===== config.mk =====
export PLATFORM = sky130hd
export DESIGN_NAME = upc_loop_monitor
export DESIGN_NICKNAME = d
export VERILOG_FILES = /design/src/rtl/upc_loop_monitor.sv
export SDC_FILE = /design/constraint.sdc
export NUM_CORES = 1
export LEC_CHECK = 0
export ABC_AREA = 0
export CORE_MARGIN = 2
export CORE_UTILIZATION = 53
export CTS_CLUSTER_SIZE = 10
export DETAILED_ROUTE_END_ITERATION = 7
export GPL_ROUTABILITY_DRIVEN = 0
export GPL_TIMING_DRIVEN = 1
export PLACE_DENSITY = 0.81
export SYNTH_ARGS = -nofsm -noshare
export SYNTH_HDL_FRONTEND = slang
export SYNTH_SLANG_ARGS = --single-unit

===== constraint.sdc =====
create_clock -name clock -period 2.77 [get_ports clock]
set_input_delay 0.554 -clock clock [delete_from_list [all_inputs] [get_ports clock]]
set_output_delay 0.554 -clock clock [all_outputs]
set_load 0.02 [all_outputs]

===== src/rtl/upc_loop_monitor.sv =====
// Performance monitor for an HLS-style module handshake and one pipelined loop FSM.
// Counts module starts/dones/busy cycles and loop iterations, invocations, stalls and trip counts.
module upc_loop_monitor #(
  parameter int STATE_W = 3,
  parameter int CNT_W   = 32
) (
  input  logic               clock,
  input  logic               reset,
  input  logic               finish,
  input  logic               ap_start,
  input  logic               ap_ready,
  input  logic               ap_done,
  input  logic               ap_continue,
  input  logic [STATE_W-1:0] cur_state,
  input  logic [STATE_W-1:0] iter_start_state,
  input  logic [STATE_W-1:0] iter_end_state,
  input  logic [STATE_W-1:0] quit_state,
  input  logic               iter_start_block,
  input  logic               iter_end_block,
  input  logic               quit_block,
  input  logic               iter_start_enable,
  input  logic               iter_end_enable,
  input  logic               quit_enable,
  input  logic               loop_start,
  input  logic               loop_ready,
  input  logic               loop_done,
  input  logic               loop_continue,
  input  logic               quit_at_end,
  output logic [1:0]         mod_state,
  output logic [CNT_W-1:0]   mod_start_cnt,
  output logic [CNT_W-1:0]   mod_done_cnt,
  output logic [CNT_W-1:0]   mod_busy_cycles,
  output logic               loop_active,
  output logic [CNT_W-1:0]   iter_start_cnt,
  output logic [CNT_W-1:0]   iter_end_cnt,
  output logic [CNT_W-1:0]   loop_invoc_cnt,
  output logic [CNT_W-1:0]   loop_stall_cycles,
  output logic [CNT_W-1:0]   last_trip_cnt,
  output logic [CNT_W-1:0]   in_flight,
  output logic               finished
);

  typedef enum logic [1:0] {
    ST_IDLE      = 2'd0,
    ST_RUN       = 2'd1,
    ST_DONE_WAIT = 2'd2
  } mod_state_t;

  localparam logic [CNT_W-1:0] CNT_ONE = {{(CNT_W-1){1'b0}}, 1'b1};

  function automatic logic [CNT_W-1:0] sat_inc(input logic [CNT_W-1:0] v);
    return (&v) ? v : (v + CNT_ONE);
  endfunction

  mod_state_t       r_mod_state;
  logic [CNT_W-1:0] r_mod_start_cnt;
  logic [CNT_W-1:0] r_mod_done_cnt;
  logic [CNT_W-1:0] r_mod_busy_cycles;
  logic             r_loop_active;
  logic [CNT_W-1:0] r_iter_start_cnt;
  logic [CNT_W-1:0] r_iter_end_cnt;
  logic [CNT_W-1:0] r_loop_invoc_cnt;
  logic [CNT_W-1:0] r_loop_stall_cycles;
  logic [CNT_W-1:0] r_last_trip_cnt;
  logic [CNT_W-1:0] r_in_flight;
  logic [CNT_W-1:0] r_trip_cnt;
  logic             r_finished;

  logic             w_s;
  logic             w_e;
  logic             w_q;
  logic             w_inv_start;
  logic             w_stall;
  logic             w_frozen;
  logic [CNT_W-1:0] w_trip_with_e;
  logic             w_unused;

  assign w_s = (cur_state == iter_start_state) & iter_start_enable & ~iter_start_block;
  assign w_e = (cur_state == iter_end_state) & iter_end_enable & ~iter_end_block;
  assign w_q = quit_at_end ? (loop_done & loop_continue)
                           : ((cur_state == quit_state) & quit_enable & ~quit_block);

  // A loop_start coinciding with the quit of a running invocation begins a new one.
  assign w_inv_start   = loop_start & (~r_loop_active | w_q);
  assign w_stall       = r_loop_active & (cur_state == iter_start_state) & iter_start_block;
  assign w_trip_with_e = w_e ? sat_inc(r_trip_cnt) : r_trip_cnt;
  // The edge that first sees finish is already frozen.
  assign w_frozen      = finish | r_finished;
  assign w_unused      = loop_ready;

  always_ff @(posedge clock or negedge reset) begin
    if (!reset) begin
      r_finished <= 1'b0;
    end else if (finish) begin
      r_finished <= 1'b1;
    end
  end

  always_ff @(posedge clock or negedge reset) begin
    if (!reset) begin
      r_mod_state       <= ST_IDLE;
      r_mod_start_cnt   <= '0;
      r_mod_done_cnt    <= '0;
      r_mod_busy_cycles <= '0;
    end else if (!w_frozen) begin
      case (r_mod_state)
        ST_IDLE: begin
          if (ap_start) r_mod_state <= ST_RUN;
        end
        ST_RUN: begin
          if (ap_done && ap_continue) r_mod_state <= ap_start ? ST_RUN : ST_IDLE;
          else if (ap_done)           r_mod_state <= ST_DONE_WAIT;
        end
        ST_DONE_WAIT: begin
          if (ap_continue) r_mod_state <= ST_IDLE;
        end
        default: r_mod_state <= ST_IDLE;
      endcase
      if (ap_start && ap_ready)    r_mod_start_cnt   <= sat_inc(r_mod_start_cnt);
      if (ap_done && ap_continue)  r_mod_done_cnt    <= sat_inc(r_mod_done_cnt);
      if (r_mod_state != ST_IDLE)  r_mod_busy_cycles <= sat_inc(r_mod_busy_cycles);
    end
  end

  always_ff @(posedge clock or negedge reset) begin
    if (!reset) begin
      r_loop_active       <= 1'b0;
      r_iter_start_cnt    <= '0;
      r_iter_end_cnt      <= '0;
      r_loop_invoc_cnt    <= '0;
      r_loop_stall_cycles <= '0;
      r_last_trip_cnt     <= '0;
      r_in_flight         <= '0;
      r_trip_cnt          <= '0;
    end else if (!w_frozen) begin
      if (w_inv_start) begin
        r_loop_active    <= 1'b1;
        r_loop_invoc_cnt <= sat_inc(r_loop_invoc_cnt);
      end else if (w_q) begin
        r_loop_active <= 1'b0;
      end

      if (w_inv_start) r_trip_cnt <= '0;
      else if (w_e)    r_trip_cnt <= sat_inc(r_trip_cnt);

      // The quitting cycle's own E belongs to the invocation that is ending.
      if (w_q) r_last_trip_cnt <= w_trip_with_e;

      if (w_s)     r_iter_start_cnt    <= sat_inc(r_iter_start_cnt);
      if (w_e)     r_iter_end_cnt      <= sat_inc(r_iter_end_cnt);
      if (w_stall) r_loop_stall_cycles <= sat_inc(r_loop_stall_cycles);

      if (w_s && !w_e)                       r_in_flight <= sat_inc(r_in_flight);
      else if (w_e && !w_s && |r_in_flight)  r_in_flight <= r_in_flight - CNT_ONE;
    end
  end

  assign mod_state         = r_mod_state;
  assign mod_start_cnt     = r_mod_start_cnt;
  assign mod_done_cnt      = r_mod_done_cnt;
  assign mod_busy_cycles   = r_mod_busy_cycles;
  assign loop_active       = r_loop_active;
  assign iter_start_cnt    = r_iter_start_cnt;
  assign iter_end_cnt      = r_iter_end_cnt;
  assign loop_invoc_cnt    = r_loop_invoc_cnt;
  assign loop_stall_cycles = r_loop_stall_cycles;
  assign last_trip_cnt     = r_last_trip_cnt;
  assign in_flight         = r_in_flight;
  assign finished          = r_finished;

endmodule


==> flow_summary.json <==
{
  "fp.dieH_um": 183.2,
  "die_x_um": 183.2,
  "netlist_area_sq_mm": 0.01701,
  "finalPower_mw": 11.25,
  "design.portCount": 322,
  "clock_latency_ns": 0.52,
  "placed_area_sq_mm": 0.02207,
  "nNetsFinal": 2286,
  "synth_edf_count": 0,
  "period_needed_ns": 3.083,
  "slowest_stage": "a31oi_4",
  "worst_setup_path_end_kind": "flip-flop",
  "setup_violations": 19,
  "hold_viol": 0,
  "start_util_pct": 53.92,
  "fin_crit_sh_pct": 111.3,
  "coreArea_sq_mm": 0.03156,
  "final_area_sq_mm": 0.02421,
  "grt_util_all_layers_pct": 29.12,
  "dp_hpwl_um": 35630,
  "final_util_pct": 76.72,
  "async_reset_ff_share_pct": 100.0,
  "crit_type": "in2reg",
  "synth_ff_type": "dfrtp_1",
  "r2r-end": "in_flight[23]",
  "grt_max_degree": 70,
  "hold_start": "loop_invoc_cnt[16]",
  "hold_path.class": "reg2reg",
  "drtPass1Iterations": 5,
  "critPathMaxStageDelay_ns": 0.31,
  "grt-ovfl-total": 0,
  "whs_ns": 0.4888,
  "worst_slew_pin_slew_ns": 0.5750,
  "area_delta_synth_final_pct": 42.29,
  "cts.clk_slew.worst_paths_ns": 0.06,
  "clock.fmax_mhz": 324.3,
  "start_kind": "primary input",
  "syn_area_per_cell_sq_um": 10.04,
  "arrival_ns": 3.52,
  "max-clock-path-buffers": 3,
  "leakage_nw": 10.79,
  "cts_tree": "done",
  "avgRoutedWirePerCell_um": 19.96,
  "setup_ws_ns": -0.3134,
  "p_per_area_mw_per_mm2": 464.9,
  "rr_startpoint": "in_flight[15]",
  "path_buf_inv": 5,
  "whs_path_depth": 1,
  "clock_skew_ns": 0.01052,
  "ir_worst_vdd_uv": 659.9,
  "synth_seq_cells": 324,
  "vias_per_cell": 5.970,
  "routed_wl_um": 52520,
  "cp_top_family": "simple AND/OR/NAND/NOR gates",
  "root_buffer": "clkbuf_16",
  "crit_required_ns": 3.21,
  "maxCapViolations": 0,
  "synth_fp_nets": 1767,
  "final_cell_mix": "324 x dfrtp_1, 306 x clkdlybuf4s50_1, 189 x buf_4",
  "grt_pass1_vias": 15270,
  "drtIter0Drc": 1114,
  "yosysSeqAreaShare_pct": 47.65,
  "rows": 65,
  "grt_pass1_wl_um": 79410,
  "post-place-ws_ns": -1.308,
  "crit_fanout": 6,
  "mostFrequentLayoutCell": "dfrtp_1",
  "status": "complete, but fails checks",
  "yosysUniqueCellTypes": 79,
  "cts.sinks": 324,
  "min_to": "loop_invoc_cnt[16]",
  "r2r_slack_ns": 0.13,
  "cts-htree-levels": 2,
  "crit_chain": "buf_8 > xnor2_4 > nand4_1 > nand2b_4 > buf_8 > ha_4 > nand4_1 > buf_4 > nor4b_4 > o21ai_2 > a31oi_4 > buf_4 > buf_6 > a31oi_1 > xor2_1 > o21ai_1",
  "violations": "setup timing",
  "rsz0062_at_grt": "yes",
  "final_layout_size_suffix_gt1_share_pct": 17.68,
  "post-route-drc-count": 0,
  "slew_viol_final": 0,
  "cts_buffers": 40,
  "ys_warn_count": 0,
  "ant_nets": 0,
  "io_buffers": 320,
  "syn_inst": 1695,
  "ff2ff_path_depth": 11,
  "maxSlewHeadroom_pct": 61.31,
  "dieArea_sq_mm": 0.03355,
  "via_count": 15710,
  "grt_antenna_before_repair": 2
}
==> metrics by stage <==
step / cells / TNS [ns]
final: 2632 / -2.913
after global routing: 2630 / -4.103
after CTS: 2617 / -0.9458
after detailed placement: 2540 / -45.80
after global placement: 2540 / -37.00
after floorplan: 1695 / -4.353
==> cell families after synthesis <==
group,share of synthesized area [%]
adder cells (fa/ha/maj),3.133
flip-flops,47.65
XOR/XNOR,14.26
AND/OR/NAND/NOR,22.19
buffers and inverters,2.412
multiplexers,0.4559
AO/OA/AOI/OAI,9.891
==> sequential cells by signal, indices dropped and copies added (netlist names), 2 cells and up <==
signal and count:
iter_start_cnt 32, loop_invoc_cnt 32, r_trip_cnt 32, mod_done_cnt 32, in_flight 32, last_trip_cnt 32
mod_state 2, loop_stall_cycles 32, mod_busy_cycles 32, iter_end_cnt 32, mod_start_cnt 32
==> Yosys cell counts, drive strengths merged (3+ instances only) <==
library cell | instances | area, sq um
and4 | 38 | 337.8
a21oi | 70 | 361.6
o31ai | 27 | 202.7
clkbuf | 29 | 110.1
nor4 | 34 | 270.3
nor2b | 7 | 43.79
inv | 39 | 146.4
a31oi | 23 | 150.1
a211o | 5 | 43.79
buf | 28 | 153.9
a211oi | 5 | 47.54
a21boi | 3 | 22.52
a21o | 11 | 82.58
dfrtp | 324 | 8108
nand3 | 107 | 540.5
nor2 | 98 | 377.9
a41oi | 5 | 43.79
nand3b | 4 | 30.03
ha | 41 | 513.0
o211ai | 6 | 45.04
nor3 | 38 | 232.7
nand2b | 8 | 55.06
o21bai | 4 | 30.03
mux2 | 6 | 67.56
o21a | 4 | 30.03
o21ai | 74 | 370.3
nor3b | 3 | 22.52
o311ai | 3 | 33.79
or3 | 5 | 31.28
a22o | 4 | 35.03
and3 | 63 | 394.1
nand2 | 159 | 599.3
nand4 | 94 | 621.8
xor2 | 94 | 823.3
xnor2 | 183 | 1603
and2 | 20 | 125.1
==> metal layers <==
metal  share of wire (%)  up-vias  wire [um]  GRT usage [%]
met3                 7.9      156       4140          6.235
met2                  50      681      26160          50.38
met5                   0        -          0              0
li1                    -     7143          -              -
met4                 3.7        0       1923          10.40
met1                  39     7732      20300          36.09
==> layout make-up <==
type / instances / area, sq um
antenna: 2 / 5.005
clock buffer: 50 / 1091
clock inverter: 6 / 91.34
fill: 1974 / 7346
inverter: 39 / 148.9
multi-input combinational: 1275 / 9248
sequential: 324 / 8108
tap: 402 / 503.0
timing repair buffer: 534 / 5015
==> how the worst max path moves through the flow <==
stage,endpoint,cells past startpoint,start,slack (ns)
3_3_place_gp,in_flight[24],13,iter_start_state[2],-1.22
5_1_grt,in_flight[25],14,iter_start_state[2],-0.42
4_1_cts,in_flight[30],14,cur_state[2],-0.13
6_report,in_flight[23],16,iter_start_state[2],-0.31
3_5_place_dp,in_flight[28],16,cur_state[2],-1.31
2_1_floorplan,in_flight[30],11,iter_start_state[1],-0.41
==> where the power goes <==
group	internal, mW	switching, mW
registers	4.80	0.0645
clock network	2.93	1.91
logic	0.731	0.826
total	8.45	2.80
==> worst reg2reg max path, delay by kind of cell, from the launching register on <==
kind / cells / cell delay, ns
AO/OA/AOI/OAI: 4 / 0.68
XOR/XNOR: 1 / 0.15
adder cells (fa/ha/maj): 1 / 0.35
buffers and inverters: 3 / 0.46
flip-flops: 1 / 0.50
AND/OR/NAND/NOR: 2 / 0.43
==> repair_timing <==
action,CTS,global route
pin swaps,37,40
resized for setup,95,78
hold buffers,1,0
gates cloned,1,1
hold endpoints to repair,3,0
endpoints found under the setup margin,27,61
setup buffers,19,18
No activity file was read; power rests on OpenSTA's default activity.
